==> config.mk <==
export PLATFORM = sky130hd
export DESIGN_NAME = intctrl_pri
export DESIGN_NICKNAME = d
export VERILOG_FILES = /design/src/rtl/intctrl_pkg.sv /design/src/rtl/intctrl_prio_enc.sv /design/src/rtl/intctrl_pri.sv
export SDC_FILE = /design/constraint.sdc
export NUM_CORES = 1
export LEC_CHECK = 0
export CORE_MARGIN = 1
export CORE_UTILIZATION = 50
export DETAILED_ROUTE_END_ITERATION = 10
export MAX_ROUTING_LAYER = met4
export PLACE_DENSITY = 0.84
export REMOVE_ABC_BUFFERS = 1
export SLEW_MARGIN = 5
export SYNTH_ARGS = -nofsm -noshare
export SYNTH_HDL_FRONTEND = slang
export SYNTH_SLANG_ARGS = --single-unit
export TNS_END_PERCENT = 5
==> constraint.sdc <==
create_clock -name clk -period 2.3 [get_ports clk]
set_input_delay 0.575 -clock clk [delete_from_list [all_inputs] [get_ports clk]]
set_output_delay 0.575 -clock clk [all_outputs]
set_load 0.02 [all_outputs]
==> src/rtl/intctrl_pkg.sv <==
// Shared constants for the intctrl_pri interrupt controller.
// Register window offsets, ID encoding and CTRL bit positions.
package intctrl_pkg;

  localparam int unsigned MAX_CH   = 32;
  localparam int unsigned IDX_W    = 5;
  localparam int unsigned DATA_W   = 8;
  localparam int unsigned WIN_SIZE = 16;

  localparam logic [3:0] OFS_PEND = 4'd0;
  localparam logic [3:0] OFS_MASK = 4'd4;
  localparam logic [3:0] OFS_MODE = 4'd8;
  localparam logic [3:0] OFS_ID   = 4'd12;
  localparam logic [3:0] OFS_CTRL = 4'd13;

  localparam logic [DATA_W-1:0] ID_VALID = 8'h80;

  localparam int unsigned CTRL_GEN_BIT = 0;
  localparam int unsigned CTRL_ACK_BIT = 1;

endpackage

==> src/rtl/intctrl_prio_enc.sv <==
// Combinational lowest-index-wins priority encoder.
module intctrl_prio_enc
  import intctrl_pkg::*;
#(
  parameter int unsigned NUM_CH = 16
) (
  input  logic [NUM_CH-1:0] req,
  output logic              valid_c,
  output logic [IDX_W-1:0]  idx_c
);

  // Scan from the top so the lowest set index is the last one assigned.
  always_comb begin
    valid_c = |req;
    idx_c   = '0;
    for (int i = int'(NUM_CH) - 1; i >= 0; i--) begin
      if (req[i]) idx_c = IDX_W'(i);
    end
  end

endmodule

==> src/rtl/intctrl_pri.sv <==
// Prioritised interrupt controller with a byte-wide register window at BASE_ADDR.
// Optional INTCTRL_SYNC_EN inserts a 2-flop synchroniser on vector_i.
module intctrl_pri
  import intctrl_pkg::*;
#(
  parameter int unsigned            NUM_CH    = 16,
  parameter int unsigned            ADDR_W    = 16,
  parameter logic [ADDR_W-1:0]      BASE_ADDR = ADDR_W'('h00E0)
) (
  input  logic              clk,
  input  logic              reset,
  input  logic [ADDR_W-1:0] address_i,
  input  logic [7:0]        data_i,
  input  logic              we_i,
  input  logic              re_i,
  output logic [7:0]        data_o,
  input  logic [NUM_CH-1:0] vector_i,
  output logic              irq_o
);

  localparam int unsigned NB = NUM_CH / 8;

  logic [NUM_CH-1:0] pend, mask, mode, p, s;
  logic [NUM_CH-1:0] pend_n, mask_n, mode_n, clr, set;
  logic              gen;
  logic [ADDR_W-1:0] off_full;
  logic [3:0]        off;
  logic [1:0]        bank;
  logic              in_win, wr, rd, ack;
  logic              win_valid;
  logic [IDX_W-1:0]  win_idx;
  logic [7:0]        rd_data;

`ifdef INTCTRL_SYNC_EN
  logic [NUM_CH-1:0] sync1, sync2;

  always_ff @(posedge clk or posedge reset) begin
    if (reset) begin
      sync1 <= '0;
      sync2 <= '0;
    end else begin
      sync1 <= vector_i;
      sync2 <= sync1;
    end
  end

  assign s = sync2;
`else
  // vector_i is synchronous to clk; the pending flop is the sampling point.
  assign s = vector_i;
`endif

  // Address below BASE_ADDR wraps to a large offset, so one compare bounds the window.
  assign off_full = address_i - BASE_ADDR;
  assign in_win   = off_full < ADDR_W'(WIN_SIZE);
  assign off      = off_full[3:0];
  assign bank     = off[1:0];
  assign wr       = we_i & in_win;
  assign rd       = re_i & in_win;
  assign ack      = wr && (off == OFS_CTRL) && data_i[CTRL_ACK_BIT];

  intctrl_prio_enc #(.NUM_CH(NUM_CH)) u_prio_enc (
    .req     (pend & mask),
    .valid_c (win_valid),
    .idx_c   (win_idx)
  );

  // Register writes, W1C and ACK clear; set from the front end wins over clear.
  always_comb begin
    clr    = '0;
    mask_n = mask;
    mode_n = mode;
    for (int k = 0; k < int'(NB); k++) begin
      if (wr && bank == 2'(k)) begin
        case (off[3:2])
          OFS_PEND[3:2]: clr[8*k +: 8]    = data_i;
          OFS_MASK[3:2]: mask_n[8*k +: 8] = data_i;
          OFS_MODE[3:2]: mode_n[8*k +: 8] = data_i;
          default: ;
        endcase
      end
    end
    for (int i = 0; i < int'(NUM_CH); i++) begin
      if (ack && win_valid && win_idx == IDX_W'(i)) clr[i] = 1'b1;
    end
    set    = s & (~mode | ~p);
    pend_n = (pend & ~clr) | set;
  end

  // Read mux over pre-write state; unimplemented banks and offsets read zero.
  always_comb begin
    rd_data = '0;
    for (int k = 0; k < int'(NB); k++) begin
      if (bank == 2'(k)) begin
        case (off[3:2])
          OFS_PEND[3:2]: rd_data = pend[8*k +: 8];
          OFS_MASK[3:2]: rd_data = mask[8*k +: 8];
          OFS_MODE[3:2]: rd_data = mode[8*k +: 8];
          default: ;
        endcase
      end
    end
    if (off == OFS_ID && win_valid) rd_data = ID_VALID | 8'(win_idx);
    if (off == OFS_CTRL)            rd_data = 8'(gen);
  end

  always_ff @(posedge clk or posedge reset) begin
    if (reset) begin
      pend   <= '0;
      mask   <= '0;
      mode   <= '0;
      p      <= '0;
      gen    <= 1'b0;
      data_o <= '0;
      irq_o  <= 1'b0;
    end else begin
      pend  <= pend_n;
      mask  <= mask_n;
      mode  <= mode_n;
      p     <= s;
      irq_o <= gen & |(pend & mask);
      if (wr && off == OFS_CTRL) gen <= data_i[CTRL_GEN_BIT];
      if (rd) data_o <= rd_data;
    end
  end

endmodule

==> impl_metrics.py <==
metrics = {
    "outcome": {
        "run_status": "completed",
    },
    "grt": {
        "grt_pass1_vias": 3535,
        "grt_start_max_net_pins": 75,
        "grt_pass1_wl_um": 17800,
        "antenna_found_initial": 0,
        "grtUsageTotal_pct": 31.6,
        "grt_remaining_overflow": 0,
    },
    "cells_and_area": {
        "area_delta_synth_final_pct": 33.6,
        "fillers": 555,
        "final_cell_mix": "dfrtp_1, buf_4, nand2_1",
        "drive_gt1_share_pct": 27.8,
        "nNetsFinal": 512,
        "mostFrequentLayoutCell": "dfrtp_1",
        "insertedDiodeCount": 0,
    },
    "sta": {
        "hold_slack_ns": 0.489,
        "fin_crit_sh_pct": 97.5,
        "fmax_mhz": 446,
        "fin_tns_setup_ns": 0,
        "fin_skew_ns": 0.0107,
        "setup_viol": 0,
        "max_slew_margin_pct": 71.0,
        "finalCriticalPeriod_ns": 2.24,
        "timing_hold_violations_final": 0,
        "max_slew.worst_pin.slew_ns": 0.434,
        "slew_viol_final": 0,
    },
    "flow_run": {
        "maxCapViolCount": 0,
    },
    "clock_tree": {
        "cts_root_buf": "clkbuf_8",
        "clock-sinks": 74,
        "clk_pin_slew_ns": 0.08,
        "hold_buffers": 0,
        "htree_levels": 3,
        "cts_buffers": 9,
        "clk-insertion-delay-late_ns": 0.35,
        "cts_tree": "yes",
        "cts_max_path_buffers": 2,
    },
    "setup_path": {
        "cp_top_family": "buffers and inverters",
        "worstPathArrival_ns": 2.48,
        "cp_common_cell": "buf_6",
        "worst_setup_path_end_kind": "flop",
        "crit_fanout": 5,
        "cpPeakStageDelay_ns": 0.38,
        "cp_data_required_time_ns": 2.54,
        "cp_num_buf_inv": 3,
        "critical_path.cell_chain": "dlygate4sd2_1, ha_4, o311ai_4, nand3_4, buf_6, nor3_4, buf_6, mux2_2",
        "slowest_stage": "o311ai_4",
        "start_kind": "input pin",
        "path_class": "in -> reg",
    },
    "synthesis": {
        "ys_ff_latch": 74,
        "synth_flop_cell": "dfrtp_1",
        "synthCells": 365,
        "synth-async-reset-ratio_pct": 100,
        "ys_warn_count": 0,
        "yosysSeqAreaShare_pct": 48.3,
        "synth_edf_count": 0,
        "avgSynthCellArea_um2": 10.5,
        "ys_types": 55,
        "syn_area_mm2": 0.00384,
    },
    "power": {
        "ir_worst_vdd_uv": 358,
        "comb_power_share_pct": 10.2,
        "p_leak_uw": 0.00231,
        "power.density_mw_per_mm2": 506,
        "switchingPower_uw": 625,
        "design_power_total_uw": 2590,
        "sw_frac_of_total_pct": 24.1,
        "p_int_uw": 1970,
        "pwr-share-clk_pct": 38.9,
        "seqPwrFrac_pct": 50.9,
    },
    "floorplan": {
        "ios": 53,
        "dieArea_mm2": 0.00803,
        "row_count": 31,
        "dieWidth_um": 89.6,
        "die_y_um": 89.6,
        "core_mm2": 0.00733,
        "initial_utilization_pct": 52.3,
    },
    "placement": {
        "numPortBuffers": 52,
        "gp_congestion": 0.952,
        "dp_hpwl_um": 8190,
    },
    "min_path": {
        "min_path_type": "reg -> reg",
    },
    "drt": {
        "drt-pass1-iter-count": 4,
        "viasPerCell": 5.99,
        "drc": 0,
        "drt_iter0_markers": 174,
        "wl_met1_um": 4800,
        "top_layer": "met4",
        "met2_length_um": 5320,
        "vias": 3420,
        "detail-route-antenna-nets": 0,
        "post_drt_wl_per_cell_um": 19.6,
        "drt-total-wl_um": 11200,
        "wl_met3_um": 840,
    },
}
## synth_stat cells, drive strengths merged (2+ instances only)
cell	count	area share, %
nand3	9	1.5
clkbuf	6	0.59
mux2	35	10
a211oi	6	1.2
a31oi	3	0.49
nor3	11	2.0
nand4b	2	0.46
a21boi	6	1.2
nor2	15	1.5
dfrtp	74	48
a22oi	8	1.6
nor2b	3	0.49
and3	2	0.46
a21oi	18	2.3
nand2b	5	1.0
inv	13	1.3
nor4	7	1.6
nor3b	2	0.39
o22ai	4	0.65
buf	6	0.95
a31o	5	1.1
o211ai	4	0.78
o21ai	29	3.8
or2	2	0.33
a22o	8	1.8
nand2	44	4.3
mux2i	14	3.7
and2	3	0.49
a32oi	3	0.69
## worst paths after layout
kind / start / slack, ns / endpoint / depth (start not counted)
max reg2reg: mask[5]$_DFFE_PP0P_ / 0.16 / pend[13]$_DFF_PP0_ / 7
min in group asynchronous: reset / 0.60 / pend[3]$_DFF_PP0_ / 3
min: data_o[4]$_DFFE_PP0P_ / 0.49 / data_o[4]$_DFFE_PP0P_ / 2
min reg2reg: data_o[4]$_DFFE_PP0P_ / 0.49 / data_o[4]$_DFFE_PP0P_ / 2
max: address_i[6] / 0.06 / mask[2]$_DFFE_PP0P_ / 8
max in group asynchronous: reset / 1.36 / p[14]$_DFF_PP0_ / 3
## metal layers
layer | track usage (%) | up-vias
met4 | 10.7 | 0
met1 | 40.2 | 1696
met3 | 6.86 | 25
li1 | - | 1561
met2 | 50.3 | 138
met5 | - | -
## timing repair
item / CTS / global route
pin swaps: 7 / 8
setup buffers: 1 / 3
gates resized for setup: 20 / 14
endpoints found under the setup margin: 46 / 30
## power by group through the flow
| stage | sequential (uW) | combinational (uW) | clock, uW |
|---|---|---|---|
| floorplan | 1340 | 88.1 | 0 |
| global placement | 1340 | 251 | 0 |
| detailed placement | 1340 | 255 | 0 |
| CTS | 1320 | 263 | 1020 |
| global route | 1320 | 288 | 1090 |
| finish | 1320 | 265 | 1010 |
## registers in the layout (all words and copies together) (netlist names)
signal,flops
mode,16
irq_o,1
data_o,8
p,16
mask,16
pend,16
gen,1
## cell type report
| class | instances | area [um2] | share of cell area, % |
|---|---|---|---|
| inverter | 13 | 48.8 | 0.952 |
| multi-input combinational | 266 | 1950 | 38.1 |
| timing repair buffer | 103 | 953 | 18.6 |
| tap | 99 | 124 | 2.42 |
| clock buffer | 11 | 141 | 2.76 |
| clock inverter | 5 | 53.8 | 1.05 |
| sequential | 74 | 1850 | 36.1 |
## worst min-delay path: stages, from the launching register on
cell,delay [ns]
dfrtp_1,0.35
nand2_1,0.05
o21ai_0,0.06
## kinds of logic (layout without fill, tap and decap cells)
group,Yosys count,after routing,synth area share [%]
AOI/OAI and AO/OA,105,105,18.6
adders and majority gates,1,1,0.326
buffers and inverters,25,132,2.80
DFF,74,74,48.3
muxes,49,49,13.9
and+or+nand+nor,111,111,16.1
## through the flow
step	setup slack, ns	std cells	instance area [um2]	util, %
2_1_floorplan	-0.157	353	3780	-
3_3_place_gp	-0.535	551	4790	65.3
3_5_place_dp	-0.589	551	4790	65.3
4_1_cts	-0.00184	568	5060	69.0
5_1_grt	-0.00637	571	5120	69.9
6_report	0.0579	571	5120	69.9
Power figures use the tool's default switching activity.
